===== config.mk =====
export PLATFORM = sky130hd
export DESIGN_NAME = vga_timing_gen
export DESIGN_NICKNAME = d
export VERILOG_FILES = /design/src/rtl/vga_timing_gen.sv
export SDC_FILE = /design/constraint.sdc
export NUM_CORES = 1
export LEC_CHECK = 0
export CORE_ASPECT_RATIO = 2
export CORE_MARGIN = 5
export CORE_UTILIZATION = 49
export CTS_CLUSTER_DIAMETER = 150
export DETAILED_ROUTE_END_ITERATION = 6
export PLACE_DENSITY = 0.8
export SLEW_MARGIN = 20
export SYNTH_ARGS = -nofsm -noshare
export SYNTH_HDL_FRONTEND = slang
export SYNTH_SLANG_ARGS = --single-unit

===== constraint.sdc =====
create_clock -name clk -period 3.1 [get_ports clk]
set_input_delay 0.465 -clock clk [delete_from_list [all_inputs] [get_ports clk]]
set_output_delay 0.465 -clock clk [all_outputs]
set_load 0.01 [all_outputs]

===== src/rtl/vga_timing_gen.sv =====
// -----------------------------------------------------------------------------
// vga_timing_gen
//   Raster timing master for the 640x480@60 display path. It divides the board
//   clock down to a pixel-enable strobe, walks the horizontal/vertical raster
//   counters, and produces the sync, active-area and frame-start signals for
//   the pixel painter, the VGA connector and the per-frame game logic.
//
// Optional feature (compile-time macro):
//   VGA_FRAME_COUNTER_EN  defined   -> frame_count counts frame_start pulses
//                                      (16-bit, wraps 65535 -> 0)
//                         undefined -> frame_count tied to 0, no counter logic
//
// Ports:
//   clk          in   1   board clock (100 MHz)
//   reset_n      in   1   asynchronous active-low reset
//   pix_en       out  1   one-clk strobe every CLK_DIV clks
//   hCount       out  10  horizontal pixel counter, 0..H_TOTAL-1
//   vCount       out  10  vertical line counter, 0..V_TOTAL-1
//   hSync        out  1   horizontal sync, active low
//   vSync        out  1   vertical sync, active low
//   bright       out  1   high inside the visible area
//   frame_start  out  1   one-clk pulse when the raster wraps to (0,0)
//   frame_count  out  16  frames elapsed (0 when the counter is not built)
// -----------------------------------------------------------------------------
module vga_timing_gen #(
  parameter int CLK_DIV = 4,
  parameter int H_TOTAL = 800,
  parameter int H_SYNC  = 96,
  parameter int H_START = 144,
  parameter int H_END   = 784,
  parameter int V_TOTAL = 525,
  parameter int V_SYNC  = 2,
  parameter int V_START = 35,
  parameter int V_END   = 515
) (
  input  logic        clk,
  input  logic        reset_n,
  output logic        pix_en,
  output logic [9:0]  hCount,
  output logic [9:0]  vCount,
  output logic        hSync,
  output logic        vSync,
  output logic        bright,
  output logic        frame_start,
  output logic [15:0] frame_count
);

  localparam int              DIV_W    = (CLK_DIV > 1) ? $clog2(CLK_DIV) : 1;
  localparam logic [DIV_W-1:0] DIV_LAST = DIV_W'(CLK_DIV - 1);
  localparam logic [9:0]      H_LAST   = 10'(H_TOTAL - 1);
  localparam logic [9:0]      V_LAST   = 10'(V_TOTAL - 1);
  localparam logic [9:0]      H_SYNC_W = 10'(H_SYNC);
  localparam logic [9:0]      V_SYNC_W = 10'(V_SYNC);
  localparam logic [9:0]      H_BEG_W  = 10'(H_START);
  localparam logic [9:0]      H_END_W  = 10'(H_END);
  localparam logic [9:0]      V_BEG_W  = 10'(V_START);
  localparam logic [9:0]      V_END_W  = 10'(V_END);

  logic [DIV_W-1:0] div;
  logic             tick;    // last clk of a pixel period: everything advances here
  logic             wrap;    // raster is about to return to (0,0)
  logic [9:0]       h_next;
  logic [9:0]       v_next;

  // Next raster position; evaluated ahead of the edge so the decoded outputs
  // can be registered from it and land together with the counters.
  always_comb begin
    tick   = (div == DIV_LAST);
    wrap   = tick && (hCount == H_LAST) && (vCount == V_LAST);
    h_next = hCount;
    v_next = vCount;
    if (tick) begin
      if (hCount == H_LAST) begin
        h_next = 10'd0;
        if (vCount == V_LAST) begin
          v_next = 10'd0;
        end else begin
          v_next = vCount + 10'd1;
        end
      end else begin
        h_next = hCount + 10'd1;
        v_next = vCount;
      end
    end else begin
      h_next = hCount;
      v_next = vCount;
    end
  end

  // Clock divider and registered pixel-enable strobe.
  always_ff @(posedge clk or negedge reset_n) begin
    if (!reset_n) begin
      div    <= '0;
      pix_en <= 1'b0;
    end else begin
      if (tick) begin
        div <= '0;
      end else begin
        div <= div + DIV_W'(1);
      end
      pix_en <= tick;
    end
  end

  // Raster counters with sync/active decode taken from the next position,
  // so the decoded outputs never lag the counters.
  always_ff @(posedge clk or negedge reset_n) begin
    if (!reset_n) begin
      hCount      <= 10'd0;
      vCount      <= 10'd0;
      hSync       <= 1'b0;
      vSync       <= 1'b0;
      bright      <= 1'b0;
      frame_start <= 1'b0;
    end else begin
      if (tick) begin
        hCount <= h_next;
        vCount <= v_next;
        hSync  <= (h_next >= H_SYNC_W);
        vSync  <= (v_next >= V_SYNC_W);
        bright <= (h_next >= H_BEG_W) && (h_next < H_END_W) &&
                  (v_next >= V_BEG_W) && (v_next < V_END_W);
      end else begin
        hCount <= hCount;
        vCount <= vCount;
        hSync  <= hSync;
        vSync  <= vSync;
        bright <= bright;
      end
      frame_start <= wrap;
    end
  end

`ifdef VGA_FRAME_COUNTER_EN
  logic [15:0] frames;

  // Frame counter steps on the same edge that raises frame_start.
  always_ff @(posedge clk or negedge reset_n) begin
    if (!reset_n) begin
      frames <= 16'd0;
    end else if (wrap) begin
      frames <= frames + 16'd1;
    end else begin
      frames <= frames;
    end
  end

  assign frame_count = frames;
`else
  assign frame_count = 16'd0;
`endif

endmodule

== Yosys cells after proc, flatten, opt, wreduce, memory -nomap -nowiden ==
Cells that the tools add are included.
Storage, ports and cells
  register bits after elaboration: 27
  input port bits: 2
  output and inout bits: 41
  logic and storage cells: 31
Cells by class
  add/sub/neg operators: 3
  order comparisons: 6
  eq/ne operators: 3
  multiplexer cells: 6
  reductions and logical operators: 5
Operators with widths (number)
  10-bit 2-to-1 mux: 5
  10-bit by 1-bit adder with 10-bit output, second input constant: 2
  10-bit == test, second input constant: 2
  10-bit less-than comparator, second input constant: 2
  10-bit by 2-bit greater-or-equal comparator with 1-bit output, second input constant: 1
  10-bit by 6-bit greater-or-equal comparator with 1-bit output, second input constant: 1
  10-bit by 7-bit greater-or-equal comparator with 1-bit output, second input constant: 1
  10-bit by 8-bit greater-or-equal comparator with 1-bit output, second input constant: 1
  1-bit logical AND: 5
  2-bit by 1-bit adder with 2-bit output, second input constant: 1
  2-bit == test, second input constant: 1
  2-bit 2-to-1 mux: 1

== Longest topological paths before layout ==
Gate-level depths: netlist (run 1).
  depth after elaboration: 7
  mapped depth: 10
  mapped depth without buffers: 8

== Worst setup path after synthesis (run 1) ==
No wires, ideal clock.
  kind: flip-flop to flip-flop
  from: reg hCount[0]
  to: reg vSync
  setup time: 0.145 ns
  arrival time: 2.049 ns
  required time: 2.955 ns
  path slack: 0.906 ns
  cell stages (with the launch flop): 9
  buffers on the path: 2
  period minus slack after synthesis: 2.194 ns
  cell sequence: dfrtp_1 -> ha_1 -> and3_4 -> buf_6 -> and3_4 -> buf_6 -> a211o_1 -> a2111oi_0 -> a41oi_1
Between the ends
  longest elaborated chain between the ends: 4
Ends and longest elaborated chain
  from (decl): RTL line 39  | output logic [9:0] hCount,
  from (signal assigned): RTL line 117  | hCount <= h_next;
  from (signal assigned): RTL line 124  | hCount <= hCount;
  10-bit == test: RTL line 73  | if (hCount == H_LAST) begin
  10-bit 2-to-1 mux: RTL line 73
  10-bit 2-to-1 mux: RTL line 72  | if (tick) begin
  10-bit by 2-bit greater-or-equal comparator with 1-bit output: RTL line 120  | vSync <= (v_next >= V_SYNC_W);
  to (signal assigned): RTL line 120
  to (signal assigned): RTL line 127  | vSync <= vSync;
  to (decl): RTL line 42  | output logic vSync,
Every way passes these cells.
A chain may end at the register's enable or synchronous reset.

== Worst setup path after layout (run 1) ==
  from: reg div[0]
  to: reg bright
Between the ends
  longest elaborated chain between the ends: 6
  elaborated cells on any way between the ends: 10
  classes of those cells: 4 x order compare; 1 x eq/ne; 2 x mux; 3 x reduce/logical
Ends and longest elaborated chain
  from (decl): RTL line 59  | logic [DIV_W-1:0] div;
  from (signal assigned): RTL line 99  | div <= div + DIV_W'(1);
  2-bit == test *: RTL line 68  | tick = (div == DIV_LAST);
  named net tick: RTL line 60  | logic tick;
  10-bit 2-to-1 mux: RTL line 72
  10-bit by 8-bit greater-or-equal comparator with 1-bit output or 10-bit less-than comparator (tied branches): RTL line 121  | bright <= (h_next >= H_BEG_W) && (h_next < H_END_W) &&
  1-bit logical AND (2 in a row): RTL line 121
  1-bit logical AND: RTL line 122  | (v_next >= V_BEG_W) && (v_next < V_END_W);
  to (signal assigned): RTL line 121
  to (signal assigned): RTL line 128  | bright <= bright;
  to (decl): RTL line 43  | output logic bright,
Mark *: on every way through the listed nets, which the timed path passes. The rest lies on a longest branch.

==> metrics.sh, run 1 <==
ASYNC_RESET_FF_SHARE_PCT=100
WORSTHOLDPATHTYPE='flip-flop to flip-flop'
IR_DROP_uV=350
POST_CTS_BUFFERS=0
FINALCRITICALPERIOD_NS=2.50
MAX_CLOCK_FREQ_MHz=400
YS.FLOP_TYPE='sky130_fd_sc_hd__dfrtp_1'
DESIGN.DIE.AREA_SQ_UM=4830
SYNTHMUXAREASHARE_PCT=0.587
FIN_TOTAL_PWR_mW=0.580
CTS.REPORTEDPATHS.CLKPINSLEW_NS=0.11
FINALSETUPVIOLCOUNT=0
SYNTH_ENABLE_FLOP_CELLS=0
WORST_EP_REQUIRED_TIME_NS=3.30
POSTCTSHOLDBUFS=0
YS_SEQ_AREA_SHARE_PCT=39.6
POST-ROUTE-DRC-COUNT=0
CLOCK-ROOT-BUFFER='sky130_fd_sc_hd__clkbuf_8'
DP_WORST_SETUP_SLACK_NS=0.657
CRIT_PATH_MAX_FANOUT=15
FIN_NETS=197
GRT_PASS1_VIAS=1335
YOSYS.AREA.TOP_TYPE='sky130_fd_sc_hd__dfrtp_1'
FIN_WORST_SKEW_NS=0.0126
CLKLATENCYLATEPIN_NS=0.28
CLOCK_TREE_FROM_TRITONCTS='built'
FINAL_MIN_PERIOD_OVER_CLOCK_PERIOD_PCT=80.7
INITIAL_ANTENNA_VIOLATION_COUNT=0
GRT_MAX_DEGREE=28
SYNTH.CELL_AREA_SQ_UM=1710
WORST_PIN_SLEW_NS=0.557
SYNTH_TOP_CELL_AREA_SHARE_PCT=39.6
GLOBALPLACE.CONGESTION=0.987
NUM_VIAS=1344
START_UTIL_PCT=50.5
CRITPATHCAPTURETYPE='flip-flop'
MAXCAPVIOLCOUNT=0
LAYOUT-AREA-OVERHEAD-VS-SYNTH_PCT=13.2
CTS_MADE_BUFFERS=3
TIMING.CRITICAL_PATH.FROM_TYPE='flip-flop'
FLOORPLAN.DIE.WIDTH_UM=51.7
TRACK_USAGE_PCT=17.3
SYNTH_TOP_FAMILY_BY_AREA='simple AND/OR/NAND/NOR gates'
FILLERINSTANCES=304
SYNTH_CELL_TYPES=50
SETUP_REPAIR_AFTER_GLOBAL_ROUTING_MISSED_ITS_MARGIN='no'
MULTI_INPUT_AREA_SQ_UM=881
SYNTH-ADDER-AREA-SHARE_PCT=2.93
SYNTH_TOP_AREA_CELLS='sky130_fd_sc_hd__dfrtp_1 40%, sky130_fd_sc_hd__buf_4 7.0%, sky130_fd_sc_hd__buf_6 4.0%'
VIASPERCELL=6.05
CRITPATHARRIVALTIME_NS=2.71
DETAIL_ROUTE.ITER0.VIOLATIONS=43
SLEW_LIMIT_FAILS=0
DETAIL_ROUTE.WIRELENGTH_UM=3830
OUTCOME='complete, no violations'
SYN_AVG_CELL_AREA_SQ_UM=10.3
CTS_HTREE_LEVELS=1
GRT_REMAINING_OVERFLOW=0
PORTBUFS=26
MOST_COMMON_CELL_IN_THE_SYNTHESIZED_NETLIST='sky130_fd_sc_hd__dfrtp_1'
DETAILEDPLACEMENTHPWL_UM=2860
YOSYS_WARNINGS=0
POSTROUTEANTENNANETS=0
SYNTH_XOR_XNOR_AREA_SHARE_PCT=5.65
POST_SYNTH_MOST_FREQUENT_CELLS='27 x sky130_fd_sc_hd__dfrtp_1, 16 x sky130_fd_sc_hd__buf_4, 15 x sky130_fd_sc_hd__nand2_1, 10 x sky130_fd_sc_hd__nor2_1, 8 x sky130_fd_sc_hd__nand4_1'
DIODES=0
FINAL_CORE_UTILIZATION_PCT=57.2
DRT_FIRST_PASS_ITERS=4
P_LEAK_nW=0.831
FLIP_FLOP_AND_LATCH_AREA_SQ_UM=676
YOSYS.AREA_SHARE.SIMPLE_PCT=23.7
SHARE_OF_LAYOUT_CELLS_ABOVE_DRIVE_STRENGTH_1_PCT=12.6
GRT_PASS1_WL_UM=6500
CTS.SINK_COUNT=27
POST-ROUTE-WORST-SETUP-SLACK_NS=0.598
COMPOUND_CELL_AREA_SHARE_OF_THE_YOSYS_NETLIST_PCT=15.2
CORE_REGION_AREA_SQ_UM=3380
ROUTED_WIRE_PER_STD_CELL_UM=17.2
TIMING.SLEW.HEADROOM_PCT=62.9
SYNTH-SEQ-CELLS=27
BOUNDARYPINS=43
SYNTHCELLS=166
POWER.DENSITY_CELL_AREA_nW_PER_UM2=300
ROWS=30
DIE-HEIGHT_UM=93.5
TNS_NS=0
HOLD_VIOL=0
CLOCKBUFFERDEPTH=2
PATH_CLASS='flip-flop to flip-flop'
CTS_RESIZED=0
## registers in the layout, summed over array words and instances, names as in the netlist
register,flops
hCount,10
hSync,1
frame_start,1
bright,1
pix_en,1
div,2
vSync,1
vCount,10
## kinds of logic after synthesis
group / after synthesis
xor gates and xnor gates: 11
adders and majority gates: 4
muxes: 1
and+or+nand+nor: 63
buffers and inverters: 27
AOI/OAI and AO/OA: 32
other: 1
DFF: 27
## critical path, cell delays in order, from the launching register on
cell                       delay, ns
sky130_fd_sc_hd__dfrtp_1        0.37
sky130_fd_sc_hd__ha_1           0.52
sky130_fd_sc_hd__nand4_2        0.28
sky130_fd_sc_hd__o21ai_0        0.31
sky130_fd_sc_hd__a21oi_1        0.16
sky130_fd_sc_hd__nor4_1         0.40
sky130_fd_sc_hd__o221ai_1       0.19
sky130_fd_sc_hd__a32oi_1        0.19
## metal layers
metal  global-route usage, %  routed length (um)
met5                       0                   0
met3                    2.07                 214
met1                    20.5                1430
met2                    30.5                2110
met4                    7.22                  74
## cells in the final DEF (no fill, tap or decap), types with 3 or more instances in the layout
master,n
sky130_fd_sc_hd__a21oi_1,3
sky130_fd_sc_hd__a21oi_2,4
sky130_fd_sc_hd__clkbuf_8,3
sky130_fd_sc_hd__clkdlybuf4s50_1,26
sky130_fd_sc_hd__conb_1,16
sky130_fd_sc_hd__dfrtp_1,27
sky130_fd_sc_hd__ha_1,4
sky130_fd_sc_hd__inv_1,5
sky130_fd_sc_hd__nand2_1,15
sky130_fd_sc_hd__nand3_1,3
sky130_fd_sc_hd__nand4_1,8
sky130_fd_sc_hd__nor2_1,10
sky130_fd_sc_hd__nor3_1,3
sky130_fd_sc_hd__o21ai_0,7
sky130_fd_sc_hd__or3_1,3
sky130_fd_sc_hd__xnor2_1,6
sky130_fd_sc_hd__xor2_1,5
## worst paths after layout
check / cells after the start / from / end / slack [ns]
min in group asynchronous: 2 / reset_n / vCount[7] / 0.54
worst min register to register: 1 / div[0] / div[0] / 0.44
worst max-delay path: 7 / div[0] / bright / 0.60
worst min-delay path: 1 / div[0] / div[0] / 0.44
worst max register to register: 7 / div[0] / bright / 0.60
max in group asynchronous: 2 / reset_n / vCount[2] / 2.28
## final cells by class
type / count / area share (%)
clock buffers: 3 / 2.14
clock inverters: 1 / 0.389
inverters: 5 / 0.972
multi-input cells: 127 / 45.6
flip-flops and latches: 27 / 35.0
well taps: 32 / 2.07
repair buffers: 27 / 13.9
## metrics by stage
stage	std cells	hold WS, ns	area (sq um)
2_1_floorplan	181	0.169	1760
3_3_place_gp	218	0.412	1880
3_5_place_dp	218	0.429	1880
4_1_cts	222	0.443	1930
5_1_grt	222	0.465	1930
6_report	222	0.443	1930
## report_power, final
| part | switching [mW] | internal, mW |
|---|---|---|
| sequential | 0 | 0.352 |
| clock | 0.119 | 0.0914 |
| combinational | 0.0159 | 0.00192 |
| total | 0.135 | 0.445 |
Note: power is estimated with default switching activity, not from simulation.
==> run 2, diff against run 1 <==
==> constraint.sdc (replaced) <==
create_clock -name clk -period 2.4 [get_ports clk]
set_input_delay 0.36 -clock clk [delete_from_list [all_inputs] [get_ports clk]]
set_output_delay 0.36 -clock clk [all_outputs]
set_load 0.01 [all_outputs]
==> metrics.sh, run 2 (synthesized netlist as in run 1, its figures left out) <==
CP_CELL_SEQUENCE='ha_1 > and3_4 > and3_4 > a211o_1 > a2111oi_2 > a41oi_1'
GRT_PASS1_VIAS=1398
SHARE_OF_LAYOUT_CELLS_ABOVE_DRIVE_STRENGTH_1_PCT=14.9
GRT_PASS1_WL_UM=6510
CLOCKBUFFERDEPTH=2
HOLD_VIOL=0
LAYOUT_COMMON_CELLS='27 x sky130_fd_sc_hd__dfrtp_1, 26 x sky130_fd_sc_hd__clkdlybuf4s50_1, 16 x sky130_fd_sc_hd__conb_1'
P_LEAK_nW=0.856
CTS.SINK_COUNT=27
DETAILEDPLACEMENTHPWL_UM=3060
CLKLATENCYLATEPIN_NS=0.27
CTS.REPORTEDPATHS.CLKPINSLEW_NS=0.09
TRACK_USAGE_PCT=17.7
TNS_NS=0
CTS_MADE_BUFFERS=3
PATH_CLASS='flip-flop to flip-flop'
POWER.DENSITY_CELL_AREA_nW_PER_UM2=377
HOLD_PATH_DEPTH=1
FIN_HOLD_WS_NS=0.440
WORSTHOLDPATHTYPE='flip-flop to flip-flop'
TIMING.SLEW.HEADROOM_PCT=66.2
MAX_CLOCK_FREQ_MHz=446
POST-ROUTE-WORST-SETUP-SLACK_NS=0.155
POST_CTS_BUFFERS=0
DETAIL_ROUTE.WIRELENGTH_UM=4070
SETUP_REPAIR_AFTER_GLOBAL_ROUTING_MISSED_ITS_MARGIN='no'
CRITICAL-PATH-SLOWEST-CELL='sky130_fd_sc_hd__a2111oi_2'
DRT_FIRST_PASS_ITERS=4
ROUTED_WIRE_PER_STD_CELL_UM=18.0
DIODES=0
ROWS=30
TIMING.CRITICAL_PATH.FROM_TYPE='flip-flop'
MOSTFREQUENTLAYOUTCELL='sky130_fd_sc_hd__dfrtp_1'
FIN_NETS=201
CRITPATHARRIVALTIME_NS=2.38
SLEW_LIMIT_FAILS=0
CORE_REGION_AREA_SQ_UM=3380
POSTCTSHOLDBUFS=0
POST-ROUTE-DRC-COUNT=0
CRIT_PATH_MAX_FANOUT=17
CRITPATHCAPTURETYPE='flip-flop'
POSTROUTEANTENNANETS=0
DIE-HEIGHT_UM=93.5
GLOBALPLACE.CONGESTION=0.890
FIN_WORST_SKEW_NS=0.00338
START_UTIL_PCT=50.5
WORST_PATH_LARGEST_CELL_DELAY_NS=0.43
MAXCAPVIOLCOUNT=0
CLOCK-ROOT-BUFFER='sky130_fd_sc_hd__clkbuf_8'
WORST_EP_REQUIRED_TIME_NS=2.54
FINALSETUPVIOLCOUNT=0
CTS_HTREE_LEVELS=1
WORST_PIN_SLEW_NS=0.503
FLOORPLAN.DIE.WIDTH_UM=51.7
DETAIL_ROUTE.ITER0.VIOLATIONS=57
PORTBUFS=26
CRITICAL_PATH_S_MOST_FREQUENT_CELL='sky130_fd_sc_hd__and3_4'
GRT_MAX_DEGREE=28
DESIGN.DIE.AREA_SQ_UM=4830
FINAL_MIN_PERIOD_OVER_CLOCK_PERIOD_PCT=93.5
NUM_VIAS=1387
LAYOUT-AREA-OVERHEAD-VS-SYNTH_PCT=15.4
FINAL_CORE_UTILIZATION_PCT=58.3
LARGEST_REGISTERS='hCount (10), vCount (10), div (2)'
IR_DROP_uV=398
GRT_REMAINING_OVERFLOW=0
DP_WORST_SETUP_SLACK_NS=-0.00863
INITIAL_ANTENNA_VIOLATION_COUNT=0
VIASPERCELL=6.14
FINALCRITICALPERIOD_NS=2.24
BOUNDARYPINS=43
CLOCK_TREE_FROM_TRITONCTS='built'
RR_WORST_DEPTH=6
OUTCOME='complete, no violations'
## run 2: power by group
part	internal [mW]	switching (mW)
logic	0.00249	0.0209
registers	0.455	0
clock network	0.119	0.146
## run 2: stage by stage
stage / area (sq um) / power, mW / instances
after floorplan: 1760 / 0.494 / 181
after global placement: 1910 / 0.486 / 222
after detailed placement: 1910 / 0.487 / 222
after CTS: 1960 / 0.746 / 226
after global routing: 1970 / 0.765 / 226
final: 1970 / 0.743 / 226
## run 2: cell type report
type	count	area [sq um]
well taps	32	40.0
multi-input cells	127	892
repair buffers	31	298
clock buffers	4	45.0
inverters	5	18.8
fillers	318	1410
flip-flops and latches	27	676
## run 2: repair_timing
item,in CTS,in global routing
gates cloned,0,0
setup endpoints to repair,1,2
resized for setup,1,3
## run 2: critical path: cells and delay by family (launching register included)
| kind | cells | cell delay (ns) |
|---|---|---|
| AO/OA/AOI/OAI | 3 | 0.93 |
| AND/OR/NAND/NOR | 2 | 0.48 |
| flip-flops | 1 | 0.39 |
| adder cells (fa/ha/maj) | 1 | 0.30 |
## run 2: worst paths after layout
path	end	slack, ns	startpoint
max in group asynchronous	vCount[9]	1.68	reset_n
min in group asynchronous	vCount[7]	0.46	reset_n
worst min register to register	div[0]	0.44	div[0]
worst min-delay path	div[0]	0.44	div[0]
worst max-delay path	vSync	0.16	div[0]
worst max register to register	vSync	0.16	div[0]
## run 2: metal layers
layer	global-route usage, %	wire (um)
met5	0	0
met2	32.7	2240
met1	18.1	1470
met4	10.3	178
met3	2.39	171
==> run 3, diff against run 2 <==
--- a/config.mk
+++ b/config.mk
@@ -8,10 +8,11 @@
 export CORE_ASPECT_RATIO = 2
 export CORE_MARGIN = 5
 export CORE_UTILIZATION = 49
-export CTS_CLUSTER_DIAMETER = 150
+export CTS_CLUSTER_DIAMETER = 50
 export DETAILED_ROUTE_END_ITERATION = 6
 export PLACE_DENSITY = 0.8
 export SLEW_MARGIN = 20
 export SYNTH_ARGS = -nofsm -noshare
 export SYNTH_HDL_FRONTEND = slang
 export SYNTH_SLANG_ARGS = --single-unit
+export TNS_END_PERCENT = 20
==> constraint.sdc (replaced) <==
create_clock -name clk -period 2.4 [get_ports clk]
set_input_delay 0.48 -clock clk [delete_from_list [all_inputs] [get_ports clk]]
set_output_delay 0.48 -clock clk [all_outputs]
set_load 0.01 [all_outputs]
==> metrics.sh, run 3 (synthesized netlist as in run 1, its figures left out) <==
OUTCOME='complete, no violations'
WORST_PIN_SLEW_NS=0.508
FIN_WORST_SKEW_NS=0.00473
MOSTFREQUENTLAYOUTCELL='sky130_fd_sc_hd__dfrtp_1'
LAYOUT-AREA-OVERHEAD-VS-SYNTH_PCT=14.9
SETUP_REPAIR_AFTER_GLOBAL_ROUTING_MISSED_ITS_MARGIN='no'
FINALSETUPVIOLCOUNT=0
POSTROUTEANTENNANETS=0
SHARE_OF_LAYOUT_CELLS_ABOVE_DRIVE_STRENGTH_1_PCT=15.0
PORTBUFS=26
POWER.DENSITY_CELL_AREA_nW_PER_UM2=377
GLOBALPLACE.CONGESTION=0.890
TIMING.SLEW.HEADROOM_PCT=65.9
INITIAL_ANTENNA_VIOLATION_COUNT=0
CLOCK_TREE_FROM_TRITONCTS='built'
POST-ROUTE-WORST-SETUP-SLACK_NS=0.156
CRITICAL_PATH_S_MOST_FREQUENT_CELL='sky130_fd_sc_hd__and3_4'
DETAIL_ROUTE.ITER0.VIOLATIONS=32
BOUNDARYPINS=43
POST-ROUTE-DRC-COUNT=0
DIODES=0
TIMING.CRITICAL_PATH.FROM_TYPE='flip-flop'
CRITPATHARRIVALTIME_NS=2.39
CELL_COUNT_FINAL_FILLERS_OUT=225
CP_CELL_SEQUENCE='ha_1 > and3_4 > and3_4 > a211o_1 > a2111oi_1 > a41oi_1'
GRT_PASS1_WL_UM=6690
DESIGN.DIE.AREA_SQ_UM=4830
GRT_REMAINING_OVERFLOW=0
FLIP_FLOP_AND_LATCH_AREA_SQ_UM=676
CLKLATENCYLATEPIN_NS=0.28
WORSTHOLDPATHTYPE='flip-flop to flip-flop'
PATH_CLASS='flip-flop to flip-flop'
VIASPERCELL=5.99
LARGEST_REGISTERS='hCount (10), vCount (10), div (2)'
DETAILEDPLACEMENTHPWL_UM=2960
POST_CTS_BUFFERS=0
IR_DROP_uV=398
P_LEAK_nW=0.850
DETAIL_ROUTE.WIRELENGTH_UM=4000
PLACE.DETAILED.INSTANCES=221
MULTI_INPUT_AREA_SQ_UM=890
FILLERINSTANCES=305
TRACK_USAGE_PCT=18.1
CTS_MADE_BUFFERS=3
FINAL_MIN_PERIOD_OVER_CLOCK_PERIOD_PCT=93.5
DIE-HEIGHT_UM=93.5
NUM_VIAS=1347
CLOCK-ROOT-BUFFER='sky130_fd_sc_hd__clkbuf_8'
DP_WORST_SETUP_SLACK_NS=-0.0184
MAXCAPVIOLCOUNT=0
MAX_CLOCK_FREQ_MHz=446
FLOORPLAN.DIE.WIDTH_UM=51.7
CLOCKBUFFERDEPTH=2
CTS_HTREE_LEVELS=1
HOLD_VIOL=0
FINAL_CORE_UTILIZATION_PCT=58.0
WORST_EP_REQUIRED_TIME_NS=2.54
FIN_TOTAL_PWR_mW=0.740
CRIT_PATH_MAX_FANOUT=17
FIN_NETS=200
CRITPATHCAPTURETYPE='flip-flop'
CTS.REPORTEDPATHS.CLKPINSLEW_NS=0.09
CRITICAL-PATH-SLOWEST-CELL='sky130_fd_sc_hd__dfrtp_1'
START_UTIL_PCT=50.5
POSTCTSHOLDBUFS=0
CORE_REGION_AREA_SQ_UM=3380
WORST_PATH_LARGEST_CELL_DELAY_NS=0.45
FINALCRITICALPERIOD_NS=2.24
ROUTED_WIRE_PER_STD_CELL_UM=17.8
DRT_FIRST_PASS_ITERS=4
SLEW_LIMIT_FAILS=0
LAYOUT_COMMON_CELLS='27 x sky130_fd_sc_hd__dfrtp_1, 26 x sky130_fd_sc_hd__clkdlybuf4s50_1, 16 x sky130_fd_sc_hd__conb_1'
GRT_PASS1_VIAS=1419
CTS.SINK_COUNT=27
ROWS=30
GRT_MAX_DEGREE=28
[run 3: through the flow]
stage / setup TNS [ns] / area (sq um) / hold slack, ns
final: 0 / 1960 / 0.455
after floorplan: 0 / 1760 / 0.184
after detailed placement: -0.0184 / 1910 / 0.432
after CTS: 0 / 1950 / 0.446
after global routing: 0 / 1960 / 0.492
after global placement: 0 / 1910 / 0.414
[run 3: metal layers]
metal	global-route usage (%)	part of all wire (%)	vias up	routed length (um)
li1	-	-	623	-
met1	19.4	36	663	1450
met2	31.8	56	47	2240
met3	1.91	4.1	14	164
met4	12.3	3.8	0	153
met5	0	0	-	0
[run 3: worst paths after layout]
path,to,slack [ns],cells past startpoint,start
worst max register to register,vSync,0.16,6,hCount[0]
max in group asynchronous,hCount[3],1.55,2,reset_n
worst min-delay path,div[0],0.45,1,div[0]
worst min register to register,div[0],0.45,1,div[0]
min in group asynchronous,vCount[8],0.58,2,reset_n
worst max-delay path,vSync,0.16,6,hCount[0]
[run 3: repair_timing]
action / in CTS / in global routing
gates resized for setup: 1 / 2
setup endpoints to repair: 1 / 2
endpoints found under the hold margin: 0 / 0
[run 3: final cells by class]
cell class | instances | area share (%)
Inverter | 5 | 0.957
Sequential cell | 27 | 34.5
Tap cell | 32 | 2.04
Timing Repair Buffer | 30 | 14.8
Clock buffer | 3 | 2.11
Multi-Input combinational cell | 127 | 45.4
Clock inverter | 1 | 0.255
[run 3: worst max-delay path: cells and delay by family, from the launching register on]
| kind | cells | cell delay, ns |
|---|---|---|
| DFF | 1 | 0.45 |
| and+or+nand+nor | 2 | 0.44 |
| adders and majority gates | 1 | 0.27 |
| AOI/OAI and AO/OA | 3 | 0.95 |
[run 3: where the power goes]
part | leakage (nW) | total [mW] | internal (mW) | switching [mW]
combinational | 0.461 | 0.0232 | 0.00249 | 0.0207
sequential | 0.363 | 0.454 | 0.454 | 0
clock | 0.0255 | 0.262 | 0.117 | 0.146
total | 0.850 | 0.740 | 0.574 | 0.166
